`config.mk`:
```
export PLATFORM = sky130hd
export DESIGN_NAME = muldiv_unit
export DESIGN_NICKNAME = d
export VERILOG_FILES = /design/src/rtl/muldiv_pkg.sv /design/src/rtl/muldiv_signfix.sv /design/src/rtl/muldiv_unit.sv
export SDC_FILE = /design/constraint.sdc
export NUM_CORES = 1
export LEC_CHECK = 0
export ABC_CLOCK_PERIOD_IN_PS = 9400
export CAP_MARGIN = 40
export CORE_MARGIN = 5
export CORE_UTILIZATION = 50
export DETAILED_ROUTE_END_ITERATION = 12
export HOLD_SLACK_MARGIN = 0.02
export PLACE_DENSITY_LB_ADDON = 0.25
export SYNTH_ARGS = -nofsm -noshare
export SYNTH_HDL_FRONTEND = slang
export SYNTH_SLANG_ARGS = --single-unit
```
`constraint.sdc`:
```
create_clock -name clk -period 9.4 [get_ports clk]
set_input_delay 1.88 -clock clk [delete_from_list [all_inputs] [get_ports clk]]
set_output_delay 1.88 -clock clk [all_outputs]
set_load 0.01 [all_outputs]
```
`src/rtl/muldiv_pkg.sv`:
```
// Shared encodings for the iterative multiply/divide unit.
// Optional signed support is enabled by defining MULDIV_SIGNED_EN.
package muldiv_pkg;

  localparam int unsigned MULDIV_WIDTH = 32;

  typedef enum logic {
    OP_MUL = 1'b0,
    OP_DIV = 1'b1
  } op_e;

  typedef enum logic [1:0] {
    ST_IDLE = 2'd0,
    ST_CALC = 2'd1,
    ST_DONE = 2'd2
  } state_e;

endpackage

```
`src/rtl/muldiv_signfix.sv`:
```
// Conditional two's-complement negate; used for operand magnitudes and result
// sign fix-up when MULDIV_SIGNED_EN is defined.
module muldiv_signfix #(
  parameter int unsigned WIDTH = 32
) (
  input  logic             neg_i,
  input  logic [WIDTH-1:0] val_i,
  output logic [WIDTH-1:0] val_o
);

  always_comb begin
    val_o = neg_i ? ('0 - val_i) : val_i;
  end

endmodule

```
`src/rtl/muldiv_unit.sv`:
```
// Iterative 32-bit multiply (shift-add) / divide (restoring) unit with LO write-back.
// Define MULDIV_SIGNED_EN to add sign_i and two's-complement operation.
module muldiv_unit
  import muldiv_pkg::*;
#(
  parameter int unsigned WIDTH = MULDIV_WIDTH,
  parameter int unsigned CNT_W = 6
) (
  input  logic             clk,
  input  logic             rst,
  input  logic             start_i,
  input  logic             op_i,
`ifdef MULDIV_SIGNED_EN
  input  logic             sign_i,
`endif
  input  logic [4:0]       wa_i,
  input  logic [WIDTH-1:0] a_i,
  input  logic [WIDTH-1:0] b_i,
  output logic             ready_o,
  output logic             done_o,
  output logic             regwrite_o,
  output logic [4:0]       wa_o,
  output logic [WIDTH-1:0] wd_o,
  output logic [WIDTH-1:0] hi_o,
  output logic [WIDTH-1:0] lo_o
);

  state_e             state_q, state_d;
  op_e                op_q, op_d;
  logic [CNT_W-1:0]   cnt_q, cnt_d;
  logic [2*WIDTH-1:0] acc_q, acc_d;
  logic [WIDTH-1:0]   opnd_q, opnd_d;
  logic [4:0]         wa_q, wa_d;
  logic [WIDTH-1:0]   hi_q, hi_d;
  logic [WIDTH-1:0]   lo_q, lo_d;

  logic [WIDTH-1:0]   a_mag, b_mag;
  logic [WIDTH:0]     mul_sum;
  logic [WIDTH:0]     div_shift;
  logic               div_nb;
  logic [WIDTH-1:0]   div_rem;
  logic [2*WIDTH-1:0] step_acc;
  logic [WIDTH-1:0]   res_hi, res_lo;

`ifdef MULDIV_SIGNED_EN
  logic               a_neg_q, a_neg_d, b_neg_q, b_neg_d;
  logic               a_neg_in, b_neg_in;
  logic [2*WIDTH-1:0] prod_fix;
  logic [WIDTH-1:0]   quo_fix, rem_fix;

  assign a_neg_in = sign_i & a_i[WIDTH-1];
  assign b_neg_in = sign_i & b_i[WIDTH-1];

  muldiv_signfix #(.WIDTH(WIDTH)) u_mag_a (.neg_i(a_neg_in), .val_i(a_i), .val_o(a_mag));
  muldiv_signfix #(.WIDTH(WIDTH)) u_mag_b (.neg_i(b_neg_in), .val_i(b_i), .val_o(b_mag));
  muldiv_signfix #(.WIDTH(2*WIDTH)) u_fix_prod (
    .neg_i(a_neg_q ^ b_neg_q), .val_i(step_acc), .val_o(prod_fix));
  muldiv_signfix #(.WIDTH(WIDTH)) u_fix_quo (
    .neg_i(a_neg_q ^ b_neg_q), .val_i(step_acc[WIDTH-1:0]), .val_o(quo_fix));
  muldiv_signfix #(.WIDTH(WIDTH)) u_fix_rem (
    .neg_i(a_neg_q), .val_i(step_acc[2*WIDTH-1:WIDTH]), .val_o(rem_fix));

  // Divide by zero bypasses the quotient fix-up; the negated remainder magnitude
  // already reproduces the raw dividend.
  always_comb begin
    if (op_q == OP_MUL) begin
      {res_hi, res_lo} = prod_fix;
    end else begin
      res_hi = rem_fix;
      res_lo = (opnd_q == '0) ? '1 : quo_fix;
    end
  end
`else
  assign a_mag = a_i;
  assign b_mag = b_i;
  assign {res_hi, res_lo} = step_acc;
`endif

  // One datapath step: multiply shifts the accumulator right, divide shifts the
  // partial remainder left and records the no-borrow bit as the quotient LSB.
  always_comb begin
    mul_sum   = {1'b0, acc_q[2*WIDTH-1:WIDTH]} + (acc_q[0] ? {1'b0, opnd_q} : '0);
    div_shift = {acc_q[2*WIDTH-1:WIDTH], acc_q[WIDTH-1]};
    div_nb    = (div_shift >= {1'b0, opnd_q});
    div_rem   = div_nb ? (div_shift[WIDTH-1:0] - opnd_q) : div_shift[WIDTH-1:0];
    if (op_q == OP_MUL) begin
      step_acc = {mul_sum, acc_q[WIDTH-1:1]};
    end else begin
      step_acc = {div_rem, acc_q[WIDTH-2:0], div_nb};
    end
  end

  always_comb begin
    state_d = state_q;
    op_d    = op_q;
    cnt_d   = cnt_q;
    acc_d   = acc_q;
    opnd_d  = opnd_q;
    wa_d    = wa_q;
    hi_d    = hi_q;
    lo_d    = lo_q;
`ifdef MULDIV_SIGNED_EN
    a_neg_d = a_neg_q;
    b_neg_d = b_neg_q;
`endif
    case (state_q)
      ST_IDLE, ST_DONE: begin
        if (start_i) begin
          state_d = ST_CALC;
          op_d    = op_e'(op_i);
          cnt_d   = '0;
          wa_d    = wa_i;
          opnd_d  = (op_e'(op_i) == OP_MUL) ? a_mag : b_mag;
          acc_d   = {{WIDTH{1'b0}}, (op_e'(op_i) == OP_MUL) ? b_mag : a_mag};
`ifdef MULDIV_SIGNED_EN
          a_neg_d = a_neg_in;
          b_neg_d = b_neg_in;
`endif
        end else begin
          state_d = ST_IDLE;
        end
      end
      ST_CALC: begin
        acc_d = step_acc;
        cnt_d = cnt_q + 1'b1;
        if (cnt_q == CNT_W'(WIDTH - 1)) begin
          state_d = ST_DONE;
          hi_d    = res_hi;
          lo_d    = res_lo;
        end
      end
      default: state_d = ST_IDLE;
    endcase
  end

  always_ff @(posedge clk) begin
    if (rst) begin
      state_q <= ST_IDLE;
      op_q    <= OP_MUL;
      cnt_q   <= '0;
      acc_q   <= '0;
      opnd_q  <= '0;
      wa_q    <= '0;
      hi_q    <= '0;
      lo_q    <= '0;
`ifdef MULDIV_SIGNED_EN
      a_neg_q <= 1'b0;
      b_neg_q <= 1'b0;
`endif
    end else begin
      state_q <= state_d;
      op_q    <= op_d;
      cnt_q   <= cnt_d;
      acc_q   <= acc_d;
      opnd_q  <= opnd_d;
      wa_q    <= wa_d;
      hi_q    <= hi_d;
      lo_q    <= lo_d;
`ifdef MULDIV_SIGNED_EN
      a_neg_q <= a_neg_d;
      b_neg_q <= b_neg_d;
`endif
    end
  end

  always_comb begin
    ready_o    = (state_q != ST_CALC);
    done_o     = (state_q == ST_DONE);
    regwrite_o = done_o & (wa_q != 5'd0);
    wa_o       = regwrite_o ? wa_q : '0;
    wd_o       = regwrite_o ? lo_q : '0;
    hi_o       = hi_q;
    lo_o       = lo_q;
  end

endmodule
```
## Yosys cells after proc, flatten, opt, wreduce, memory -nomap -nowiden

Cells that the tools add are included.

- Input bits: 73
- Bits in registers: 174

- Equality and inequality tests: 6
- Mux-type cells: 14
- Bitwise gates (word level): 1
- $add $sub $neg: 3
- Reductions and logical operators: 7
- $lt $le $gt $ge: 1

Operators with widths:

| kind | count |
|---|---|
| 2-to-1 mux 32 bit | 5 |
| 2-to-1 mux 64 bit | 2 |
| case mux 64 bit (2 select lines) | 1 |
| adder 32 x 32 -> 33 bit | 1 |
| greater-or-equal comparator 33 x 32 -> 1 bit | 1 |
| subtractor 32 bit | 1 |
| case mux 6 bit (2 select lines) | 1 |
| adder 6 x 1 -> 6 bit (second input constant) | 1 |
| equality test 6 x 5 -> 1 bit (second input constant) | 1 |
| 2-to-1 mux 6 bit | 1 |
| AND reduction 2 bit | 3 |
| 2-to-1 mux 5 bit | 1 |
| nonzero test 5 bit | 1 |
| inequality test 2 bit (second input constant) | 2 |
| case mux 2 bit (2 select lines) | 1 |
| equality test 2 x 1 -> 1 bit (second input constant) | 1 |
| equality test 2 bit (second input constant) | 1 |
| logical NOT 2 bit | 1 |
| 2-to-1 mux 2 bit | 1 |
| inequality test 2 x 1 -> 1 bit (second input constant) | 1 |
| nonzero test 2 bit | 1 |
| OR reduction 2 bit | 1 |
| bitwise AND 1 bit | 1 |
| 2-to-1 mux 1 bit | 1 |

## Depth between registers and ports, before layout

Gate-level depths: netlist of run 1.

- Depth in word-level cells: 4
- Depth in mapped cells: 16
- Gate-level depth less buffers: 14

## Least setup slack after synthesis of run 1

OpenSTA, ideal clock, no wires.

- Path type: register to output
- Start: register wa_q[0]
- End: output wd_o[22]
- Buffers on the path: 1
- Required time: 7.520 ns
- Cell stages (with the launch flop): 5
- Setup slack: 6.110 ns
- Arrival: 1.410 ns
- Path through: dfxtp_1 or4_1 o21a_1 clkbuf_1 and2_1

- Word-level cells in the longest chain between the ends: 3

Ends and longest elaborated chain:

| item | line | RTL |
|---|---|---|
| start, declared | muldiv_unit.sv:33 | `logic [4:0] wa_q, wa_d;` |
| start signal, assigned | muldiv_unit.sv:156 | `wa_q <= wa_d;` |
| nonzero test 5 bit | muldiv_unit.sv:169 | `regwrite_o = done_o & (wa_q != 5'd0);` |
| bitwise AND 1 bit | muldiv_unit.sv:169 |  |
| via regwrite_o | muldiv_unit.sv:21 | `output logic regwrite_o,` |
| 2-to-1 mux 32 bit | muldiv_unit.sv:171 | `wd_o = regwrite_o ? lo_q : '0;` |
| end, declared | muldiv_unit.sv:23 | `output logic [WIDTH-1:0] wd_o,` |

The timed path passes the listed nets, and every way through them passes these cells.

## Worst setup path in the final report of run 1

- Start: register state_q[1]
- End: output wd_o[16]

- Word-level cells in the longest chain between the ends: 3

Ends and longest elaborated chain:

| item | line | RTL |
|---|---|---|
| start, declared | muldiv_unit.sv:28 | `state_e state_q, state_d;` |
| start signal, assigned | muldiv_unit.sv:151 | `state_q <= state_d;` |
| equality test 2 bit | muldiv_unit.sv:168 | `done_o = (state_q == ST_DONE);` |
| bitwise AND 1 bit | muldiv_unit.sv:169 |  |
| 2-to-1 mux 32 bit | muldiv_unit.sv:171 |  |

No other way between the ends.

==> results.env, run 1 <==
SYNTH_SEQUENTIAL_AREA_RATIO=0.293
SETUP_VIOL_COUNT_FINAL=0
CRITICAL_PATH_CELL_LIST='nor2b_1, o21a_1, and2_1, clkdlybuf4s50_1'
FINISH.INSTANCE_AREA_UM2=14400
INITIAL_UTILIZATION=0.506
ANTENNA_CELLS_INSERTED=0
CTS_MADE_BUFFERS=17
FP.DIEAREA_UM2=27000
FINALHOLDVIOLATIONS=0
PATH_CLASS='reg -> out'
CLOCK_PATH_BUFFERS=2
CLOCK_SINK_COUNT=174
SYNTH_COMMONEST_CELLS='sky130_fd_sc_hd__nor2_1, sky130_fd_sc_hd__dfxtp_1, sky130_fd_sc_hd__a21oi_1, sky130_fd_sc_hd__nand2_1, sky130_fd_sc_hd__clkbuf_1'
SYNTH.NET_COUNT=1642
WIRE_LENGTH_OF_THE_FIRST_GLOBAL_ROUTING_PASS_UM=56900
WORST_SETUP_PATH_END_KIND='output pin'
WORST_HOLD_DEPTH=2
DOMINANT_REGISTER_CELL_IN_THE_SYNTHESIZED_NETLIST='sky130_fd_sc_hd__dfxtp_1'
MAX_CAP_VIOLATIONS=0
FMAX_GHz=0.215
POST_CTS_RESIZE_COUNT=0
VIA_PER_INST=5.93
POST_CTS.REPAIR.SETUP_BUFFERS=0
MIN-DELAY-PATH-CLASS='reg -> reg'
DRT.ANTENNA.VIOLATING_NETS=0
POWER_PER_CELL_AREA_nW_PER_UM2=135
R2R_SETUP_SLACK_NS=5.65
DIE_WIDTH_UM=164
REMAINING_DRC_ERRORS=0
SYN-INSTANCE-COUNT=1502
IOPINCOUNT=177
GRT_START_MAX_NET_PINS=76
DETAIL_ROUTE.WIRELENGTH_UM=36100
RUN_STATUS='finished, final reports clean'
WORST_PIN_SLEW_NS=0.904
SYNTH_MOST_COMMON_CELL='sky130_fd_sc_hd__nor2_1'
PRE_CTS_WS_NS=5.11
ANTENNA_FOUND_INITIAL=0
YOSYS_WARNINGS=0
PORT-BUFFER-COUNT=176
CRITPATHLAUNCHTYPE='flip-flop'
DIE_Y_UM=164
FIN_SKEW_NS=0.0145
AREA.SEQUENTIAL_UM2=3490
FILLERINSTANCES=2141
POSTCTSHOLDBUFS=0
MULTIINPUTGATEAREA_UM2=7820
SYN-CELL-AREA_UM2=11900
WORST_SLACK_NS=4.75
DRT_PRE_ANTENNA_ITERS=5
FINAL-MAX-SLEW-VIOLATION-COUNT=0
FIRST_GLOBAL_VIAS=10900
LAYOUT.NETS=1746
PLACED_CELLS_INCL_TAPS=1906
R2R_CELLS=13
SYNTH_SEQ_CELLS=174
TOTAL_LEAKAGE_POWER_nW=5.77
YOSYSTOPAREACELL='sky130_fd_sc_hd__dfxtp_1'
SETUP-TNS-FINAL_NS=0
IRDROPWORSTVDD_uV=127
WORST_SKEW_PAIR.LATE_LATENCY_NS=0.44
ROWS=56
CLOCKROOTBUFFER='sky130_fd_sc_hd__clkbuf_16'
TOP_CELLS_BY_AREA_SYNTH='sky130_fd_sc_hd__dfxtp_1, sky130_fd_sc_hd__ha_1, sky130_fd_sc_hd__a21oi_1'
WORSTHOLDENDPOINT='hi_o[21]'
POWER_mW=1.94
GLOBALROUTE.TOTALOVERFLOW=0
INITIALDRTVIOLATIONCOUNT=751
FP.COREAREA_UM2=23500
CRIT_PATH_MAX_FANOUT=33
WIRE_PER_INST_UM=18.6
FINAL-INSTANCE-COUNT-EXCL-FILL=1938
POSTSYNTH.ASYNCRESETSHARE=0
MIN-DELAY-START='hi_o[21]'
FINISH.UTILIZATION=0.614
SYNTH.DISTINCT_CELLS=72
AREAGROWTHSYNTHTOFINISH_PCT=21.2
CLKTRANSATPATHREGS_NS=0.08
GLOBALROUTETOTALUTIL=0.262
TRITONCTS_CLOCK_TREE='built'
PLACED_CELL_AREA_UM2=13800
CRITPATHMAXSTAGEDELAY_NS=0.77
WORSTREG2REGEND='acc_q[62]'
GP_ROUTABILITY_CONGESTION=0.929
WORST_EP_REQUIRED_TIME_NS=7.52
POST-ROUTE-MIN-PERIOD_NS=4.65
RSZ0062_AT_GRT='false'
PLACE.DETAILED.HPWL_UM=26800
SYNTH_TOP_CELL_AREA_SHARE=0.293
TIMING.CRITICAL_PATH.SLOWEST_STAGE_CELL='sky130_fd_sc_hd__o21a_1'
WORSTREG2REGSTART='acc_q[0]'
FRACTION_OF_THE_CYCLE_THE_FINAL_WORST_PATH_NEEDS=0.495
RELSLEWSLACK=0.395
CP_DATA_ARRIVAL_TIME_NS=2.77
HOLD-WORST-SLACK_NS=0.459
DETAILROUTE.VIA_COUNT=11500
CTS-HTREE-LEVELS=4
POST_SYNTH_EDFFS=0
POST_ROUTE_CELLS_DRIVE_ABOVE_1_SHARE=0.0729
POST_SYNTH.CELL_AREA_AVG_UM2=7.91
## placed cells by master (no fill, tap or decap), drive strengths merged, types with 15 or more instances in the layout
master / Yosys / final
clkdlybuf4s50: 0 / 174
ha: 65 / 65
inv: 44 / 52
nor2: 176 / 176
nand2: 131 / 131
o21ai: 72 / 72
dfxtp: 174 / 174
nand4: 15 / 15
buf: 22 / 18
a21o: 35 / 35
mux2i: 67 / 67
o211ai: 19 / 19
o21a: 17 / 17
and2: 73 / 73
a211oi: 53 / 53
nor3: 15 / 15
mux2: 47 / 47
xnor2: 23 / 23
nand3: 26 / 26
a21oi: 150 / 150
xor2: 26 / 26
a32oi: 31 / 31
clkbuf: 85 / 17
a31oi: 15 / 15
## routing by layer
metal / share of wire / global-route usage / vias to the layer above
met5: 0 / 0 / -
met4: 0.020 / 0.0644 / 0
met3: 0.081 / 0.0562 / 63
met2: 0.46 / 0.424 / 431
met1: 0.44 / 0.358 / 5374
li1: - / - / 5624
## final cells by class
type | count | area share
clock inverter | 15 | 0.0117
inverter | 45 | 0.0117
multi-input combinational | 1176 | 0.543
tap | 319 | 0.0277
timing repair buffer | 192 | 0.134
sequential | 174 | 0.242
clock buffer | 17 | 0.0295
## state kept, by name, summed over array words and instances (netlist names)
| name | cells |
|---|---|
| hi_o | 32 |
| state_q | 2 |
| cnt_q | 6 |
| wa_q | 5 |
| acc_q | 64 |
| opnd_q | 32 |
| op_q | 1 |
| lo_o | 32 |
## worst max-delay path: cells and delay by family (launching register included)
kind	cells	cell delay (ns)
AO/OA/AOI/OAI	1	0.77
buffers and inverters	1	0.55
flip-flops	1	0.39
AND/OR/NAND/NOR	2	0.61
## logic make-up after synthesis
logic type / share of synthesized area
flip-flops: 0.293
adder cells (fa/ha/maj): 0.0718
AND/OR/NAND/NOR: 0.193
buffers and inverters: 0.0516
AO/OA/AOI/OAI: 0.253
multiplexers: 0.101
XOR/XNOR: 0.0361
## worst max-delay path by stage
stage	depth (start not counted)	endpoint	from	slack, ns
floorplan	4	wd_o[22]	wa_q[0]	6.11
global placement	6	acc_q[45]	rst	5.16
detailed placement	6	acc_q[53]	rst	5.11
CTS	4	wd_o[12]	state_q[1]	4.73
global route	4	wd_o[16]	state_q[1]	4.46
finish	4	wd_o[16]	state_q[1]	4.75
## report_power, final
part | total (mW) | switching, mW | internal (mW)
combinational | 0.423 | 0.245 | 0.177
clock | 0.716 | 0.357 | 0.359
sequential | 0.801 | 0.0352 | 0.766
total | 1.94 | 0.638 | 1.30
(Power assumes the default switching activity.)
==> inputs of run 2 (changes only) <==
--- a/config.mk
+++ b/config.mk
@@ -5,7 +5,7 @@
 export SDC_FILE = /design/constraint.sdc
 export NUM_CORES = 1
 export LEC_CHECK = 0
-export ABC_CLOCK_PERIOD_IN_PS = 9400
+export ABC_CLOCK_PERIOD_IN_PS = 3800
 export CAP_MARGIN = 40
 export CORE_MARGIN = 5
 export CORE_UTILIZATION = 50
==> constraint.sdc (replaced) <==
create_clock -name clk -period 3.8 [get_ports clk]
set_input_delay 0.76 -clock clk [delete_from_list [all_inputs] [get_ports clk]]
set_output_delay 0.76 -clock clk [all_outputs]
set_load 0.01 [all_outputs]
==> results.env, run 2 (synthesis gave the netlist of run 1 again) <==
GP_ROUTABILITY_CONGESTION=1.00  # +8.1%
DETAIL_ROUTE.WIRELENGTH_UM=37800  # +4.8%
FINAL_CELL_MIX='sky130_fd_sc_hd__nor2_1, sky130_fd_sc_hd__clkdlybuf4s50_1, sky130_fd_sc_hd__dfxtp_1, sky130_fd_sc_hd__a21oi_1, sky130_fd_sc_hd__nand2_1'
GLOBAL_ROUTE.USAGE.MET2=0.440  # +0.0159
GLOBALROUTE.TOTALOVERFLOW=0  # unchanged
WORST_EP_REQUIRED_TIME_NS=4.14  # -3.38 ns
DRT.ANTENNA.VIOLATING_NETS=0  # unchanged
CP_DATA_ARRIVAL_TIME_NS=3.83  # +1.06 ns
CRITICAL_PATH_CELL_LIST='buf_4, and2_1, ha_1, a21o_1, a311oi_1, o21ai_0, a31oi_1, o41ai_2, a21oi_1, mux2_2, a31oi_1, a21oi_1, a21o_1'
FP.DIEAREA_UM2=27000  # unchanged
FINAL-INSTANCE-COUNT-EXCL-FILL=1946  # +0.41%
ANTENNA_CELLS_INSERTED=0  # unchanged
AREAGROWTHSYNTHTOFINISH_PCT=22.1
LARGEST-REGISTER='acc_q'
CRITPATHLAUNCHTYPE='flip-flop'
WORSTREG2REGSTART='acc_q[0]'
PLACED_CELL_AREA_UM2=13900  # +0.49%
INITIALDRTVIOLATIONCOUNT=812  # +8.1%
GRT_MOST_USED_LAYER='met2'
FINISH.INSTANCE_AREA_UM2=14500  # +0.75%
POWER_PER_CELL_AREA_nW_PER_UM2=340  # +150%
SHARE_CLK_OF_TOTAL_POWER=0.381  # +0.012
POST_CTS_RESIZE_COUNT=0  # unchanged
CLKTRANSATPATHREGS_NS=0.08  # about the same
POST-ROUTE-MIN-PERIOD_NS=3.49
POST_CTS.REPAIR.SETUP_BUFFERS=0  # unchanged
DRT_PRE_ANTENNA_ITERS=5  # unchanged
COMB_POWER_SHARE=0.217  # about the same
PLACE.DETAILED.HPWL_UM=28300  # +5.7%
INITIAL_UTILIZATION=0.506  # unchanged
VIA_PER_INST=5.98  # +0.90%
TIMING.CRITICAL_PATH.SLOWEST_STAGE_CELL='sky130_fd_sc_hd__dfxtp_1'
LARGEST_REG_FLOPS=64  # unchanged
WORST_PIN_SLEW_NS=0.801  # -0.103 ns
PATH_CLASS='reg -> reg'
CTS-HTREE-LEVELS=4  # unchanged
POWER.SWITCHING_FRACTION=0.334  # +0.00566
RSZ0062_AT_GRT='false'
CRIT_PATH_MAX_FANOUT=24  # -27%
RUN_STATUS='finished, final reports clean'
CRIT_START='acc_q[0]'
DIE_WIDTH_UM=164  # unchanged
DIE_Y_UM=164  # unchanged
FRACTION_OF_THE_CYCLE_THE_FINAL_WORST_PATH_NEEDS=0.918
TRITONCTS_CLOCK_TREE='built'
RELSLEWSLACK=0.466  # +0.0709
CRITPATHMAXSTAGEDELAY_NS=0.47  # -0.30 ns
SEQ_POWER_SHARE=0.402  # -0.011
GRT_START_MAX_NET_PINS=119  # +57%
IOPINCOUNT=177  # unchanged
WIRE_LENGTH_OF_THE_FIRST_GLOBAL_ROUTING_PASS_UM=60000  # +5.3%
SETUP_VIOL_COUNT_FINAL=0  # unchanged
WIRE_PER_INST_UM=19.4  # +4.3%
GLOBALROUTETOTALUTIL=0.279  # +0.0170
CLOCK_SINK_COUNT=174  # unchanged
SETUP-TNS-FINAL_NS=0  # unchanged
FILLERINSTANCES=2116  # -1.2%
TOTAL_LEAKAGE_POWER_nW=5.83  # +1.0%
POWER_mW=4.93  # +150%
MIN-DELAY-START='hi_o[20]'
ROWS=56  # unchanged
CTS_MADE_BUFFERS=17  # unchanged
FIRST_GLOBAL_VIAS=11300  # +3.4%
FINISH.UTILIZATION=0.618  # +0.00458
DETAILROUTE.VIA_COUNT=11600  # +1.3%
NETSWITCHINGPOWER_mW=1.65  # +160%
FP.COREAREA_UM2=23500  # unchanged
WORST_SKEW_PAIR.LATE_LATENCY_NS=0.45  # about the same
FMAX_GHz=0.287
CLOCK_PATH_BUFFERS=2  # unchanged
IRDROPWORSTVDD_uV=225  # +77%
P_INT_mW=3.28  # +150%
LAYOUT.NETS=1754  # +0.46%
CLOCKROOTBUFFER='sky130_fd_sc_hd__clkbuf_16'
MAX_CAP_VIOLATIONS=0  # unchanged
FINALHOLDVIOLATIONS=0  # unchanged
PLACED_CELLS_INCL_TAPS=1914  # +0.42%
ANTENNA_FOUND_INITIAL=0  # unchanged
MIN-DELAY-PATH-CLASS='reg -> reg'
POST_ROUTE_CELLS_DRIVE_ABOVE_1_SHARE=0.0774  # +0.00456
REMAINING_DRC_ERRORS=0  # unchanged
PORT-BUFFER-COUNT=176  # unchanged
WORST_SETUP_PATH_END_KIND='flip-flop'
FINAL-MAX-SLEW-VIOLATION-COUNT=0  # unchanged
FIN_SKEW_NS=0.0162  # +0.00170 ns
USE_MET3=0.0570  # +0.000753
POSTCTSHOLDBUFS=0  # unchanged
GLOBALROUTEMET1UTIL=0.387  # +0.0290
==> run 2: metal layers <==
metal | vias up | routed length, µm
met5 | - | 0
met4 | 0 | 865
met3 | 69 | 3170
met2 | 527 | 16800
met1 | 5419 | 16900
li1 | 5628 | -
==> run 2: path summary, 6_finish.rpt <==
check	slack, ns	depth (start not counted)	to
min reg2reg	0.46	2	hi_o[20]
min	0.46	2	hi_o[20]
max reg2reg	0.31	13	acc_q[62]
max	0.31	13	acc_q[62]
==> run 2: power groups by stage <==
stage	sequential [mW]	clock (mW)	combinational (mW)
finish	1.98	1.88	1.07
global route	1.99	1.98	1.17
CTS	1.98	1.91	1.06
detailed placement	2.02	0	1.05
global placement	2.02	0	1.03
floorplan	1.98	0	0.759
==> run 2: stage by stage <==
stage               hold WS, ns  worst slack (ns)
floorplan                 0.439             0.775
global placement          0.444             0.409
detailed placement        0.448             0.360
CTS                       0.458             0.331
global route              0.473             0.109
finish                    0.459             0.311
==> run 2: cell type report <==
cell class,instances,area (µm²),area share
Inverter,45,169,0.0116
Multi-Input combinational cell,1176,7820,0.539
Clock buffer,18,450,0.0310
Sequential cell,174,3490,0.240
Timing Repair Buffer,200,2000,0.138
Clock inverter,14,184,0.0127
Tap cell,319,399,0.0275
==> run 2: critical path: cells and delay by family (launching register included) <==
kind | cells | cell delay (ns)
and+or+nand+nor | 1 | 0.17
DFF | 1 | 0.47
AOI/OAI and AO/OA | 9 | 1.74
buffers and inverters | 1 | 0.32
adders and majority gates | 1 | 0.31
muxes | 1 | 0.36
==> inputs of run 3 (changes only) <==
--- a/config.mk
+++ b/config.mk
@@ -5,11 +5,12 @@
 export SDC_FILE = /design/constraint.sdc
 export NUM_CORES = 1
 export LEC_CHECK = 0
-export ABC_CLOCK_PERIOD_IN_PS = 3800
 export CAP_MARGIN = 40
+export CORE_ASPECT_RATIO = 0.6
 export CORE_MARGIN = 5
 export CORE_UTILIZATION = 50
 export DETAILED_ROUTE_END_ITERATION = 12
+export GPL_ROUTABILITY_DRIVEN = 0
 export HOLD_SLACK_MARGIN = 0.02
 export PLACE_DENSITY_LB_ADDON = 0.25
 export SYNTH_ARGS = -nofsm -noshare
==> results.env, run 3 (synthesis gave the netlist of run 1 again) <==
IRDROPWORSTVDD_uV=304  # +35%
RUN_STATUS='finished, final reports clean'
CLOCK_SINK_COUNT=174  # unchanged
ANTENNA_CELLS_INSERTED=0  # unchanged
USE_MET3=0.0811  # +0.0241
ROWS=43  # -23%
WIRE_PER_INST_UM=20.4  # +4.9%
DETAILROUTE.VIA_COUNT=12000  # +3.2%
FMAX_GHz=0.272  # -5.2%
SETUP_VIOL_COUNT_FINAL=0  # unchanged
DIE_Y_UM=129  # -21%
WORST_SETUP_PATH_END_KIND='flip-flop'
DRT_PRE_ANTENNA_ITERS=6  # +1
POST_CTS.REPAIR.SETUP_BUFFERS=0  # unchanged
LAYOUT.NETS=1772  # +1.0%
GRT_START_MAX_NET_PINS=75  # -37%
DIE_WIDTH_UM=209  # +27%
CRITICAL_PATH_CELL_LIST='buf_4, and2_1, ha_1, a21o_1, a311oi_1, o21ai_0, a31oi_1, o41ai_2, a21oi_1, mux2_2, a31oi_1, a21oi_1, a21o_1'
WORST_EP_REQUIRED_TIME_NS=4.15  # about the same
R2R_CELLS=13  # unchanged
SETUP-TNS-FINAL_NS=0  # unchanged
FINAL-INSTANCE-COUNT-EXCL-FILL=1960  # +0.72%
MAX_CAP_VIOLATIONS=0  # unchanged
RSZ0062_AT_GRT='false'
IOPINCOUNT=177  # unchanged
POWER_mW=4.94  # +0.23%
REMAINING_DRC_ERRORS=0  # unchanged
CRITPATHMAXSTAGEDELAY_NS=0.49  # +0.02 ns
FIN_SKEW_NS=0.0103  # -0.00591 ns
FINAL_CELL_MIX='sky130_fd_sc_hd__nor2_1, sky130_fd_sc_hd__clkdlybuf4s50_1, sky130_fd_sc_hd__dfxtp_1, sky130_fd_sc_hd__a21oi_1, sky130_fd_sc_hd__nand2_1'
FIRST_GLOBAL_VIAS=11100  # -1.7%
FINAL-MAX-SLEW-VIOLATION-COUNT=0  # unchanged
GLOBAL_ROUTE.USAGE.MET2=0.407  # -0.0328
GLOBALROUTE.TOTALOVERFLOW=0  # unchanged
PLACE.DETAILED.HPWL_UM=29600  # +4.6%
FRACTION_OF_THE_CYCLE_THE_FINAL_WORST_PATH_NEEDS=0.968  # +0.0499
GLOBALROUTETOTALUTIL=0.285  # +0.00575
CLOCK_PATH_BUFFERS=2  # unchanged
POST-ROUTE-MIN-PERIOD_NS=3.68  # +0.190 ns
AREAGROWTHSYNTHTOFINISH_PCT=22.8
CTS_MADE_BUFFERS=17  # unchanged
CRITPATHLAUNCHTYPE='flip-flop'
PORT-BUFFER-COUNT=176  # unchanged
WORST_HOLD_DEPTH=2  # unchanged
GRT_MOST_USED_LAYER='met1'
FP.DIEAREA_UM2=27100  # +0.38%
DETAIL_ROUTE.WIRELENGTH_UM=40000  # +5.6%
HOLD-WORST-SLACK_NS=0.458  # -0.000659 ns
MULTIINPUTGATEAREA_UM2=7830  # about the same
FP.COREAREA_UM2=23200  # -0.98%
POST_ROUTE_CELLS_DRIVE_ABOVE_1_SHARE=0.0888  # +0.0113
INITIAL_UTILIZATION=0.511  # +0.00502
VIA_PER_INST=6.13  # +2.5%
CLKTRANSATPATHREGS_NS=0.07  # about the same
WIRE_LENGTH_OF_THE_FIRST_GLOBAL_ROUTING_PASS_UM=61600  # +2.8%
FILLERINSTANCES=2085  # -1.5%
MIN-DELAY-PATH-CLASS='reg -> reg'
TRITONCTS_CLOCK_TREE='built'
FINISH.UTILIZATION=0.628  # +0.00989
CTS-HTREE-LEVELS=4  # unchanged
TIMING.CRITICAL_PATH.SLOWEST_STAGE_CELL='sky130_fd_sc_hd__dfxtp_2'
INITIALDRTVIOLATIONCOUNT=1379  # +70%
CLOCKROOTBUFFER='sky130_fd_sc_hd__clkbuf_16'
FINALHOLDVIOLATIONS=0  # unchanged
POWER_PER_CELL_AREA_nW_PER_UM2=338  # -0.37%
PATH_CLASS='reg -> reg'
DRT.ANTENNA.VIOLATING_NETS=0  # unchanged
PLACED_CELLS_INCL_TAPS=1928  # +0.73%
CP_DATA_ARRIVAL_TIME_NS=4.03  # +0.20 ns
LARGEST-REGISTER='acc_q'
ANTENNA_FOUND_INITIAL=1  # +1
LARGEST_REG_FLOPS=64  # unchanged
TOTAL_LEAKAGE_POWER_nW=5.90  # +1.1%
CRIT_PATH_MAX_FANOUT=20  # -17%
GLOBALROUTEMET1UTIL=0.419  # +0.0314
WORST_SKEW_PAIR.LATE_LATENCY_NS=0.46  # about the same
RELSLEWSLACK=0.393  # -0.0732
AREA.SEQUENTIAL_UM2=3490  # about the same
WORST_PIN_SLEW_NS=0.905  # +0.104 ns
## run 3: changes by cell type in the layout (fill, tap and decap cells not counted), sizes merged
| cell | before | now |
|---|---|---|
| buf | 26 | 44 |
| bufinv | 0 | 2 |
| clkinv | 7 | 3 |
| clkinvlp | 1 | 3 |
| clkbuf | 18 | 19 |
| inv | 51 | 50 |
## run 3: repair_timing
action / CTS / global route
endpoints found under the setup margin: 0 / 18
resized for setup: 0 / 2
hold buffers: 0 / 0
## run 3: worst max-delay path: cells and delay by family, from the launching register on
| family | cells | cell delay, ns |
|---|---|---|
| AOI/OAI and AO/OA | 9 | 1.98 |
| adders and majority gates | 1 | 0.26 |
| DFF | 1 | 0.49 |
| buffers and inverters | 1 | 0.31 |
| muxes | 1 | 0.35 |
| and+or+nand+nor | 1 | 0.17 |
## run 3: path summary, 6_finish.rpt
path / start / end / slack [ns]
worst max register to register: acc_q[0] / acc_q[62] / 0.12
worst max-delay path: acc_q[0] / acc_q[62] / 0.12
worst min register to register: hi_o[29] / hi_o[29] / 0.46
worst min-delay path: hi_o[29] / hi_o[29] / 0.46
## run 3: through the flow
stage	instance area [µm²]	setup slack (ns)
after floorplan	11900	0.775
after global placement	13900	0.140
after detailed placement	14000	0.125
after CTS	14600	0.0951
after global routing	14600	0.0128
final	14600	0.121
## run 3: cell type report
class                   count  share of cell area
clock buffers              19              0.0310
clock inverters            13              0.0103
inverters                  45              0.0116
multi-input cells        1176               0.536
flip-flops and latches    174               0.239
well taps                 315              0.0270
repair buffers            218               0.145
## run 3: where the power goes
| group | leakage (nW) | internal [mW] | switching [mW] | total (mW) |
|---|---|---|---|---|
| clock network | 0.291 | 1.02 | 0.826 | 1.84 |
| registers | 1.42 | 1.90 | 0.0835 | 1.98 |
| logic | 4.19 | 0.465 | 0.654 | 1.12 |
## run 3: per-layer routing
layer  vias up  part of all wire
li1       5673                 -
met1      5661              0.46
met2       603              0.41
met3        82              0.10
met4         2             0.026
met5         -           0.00033
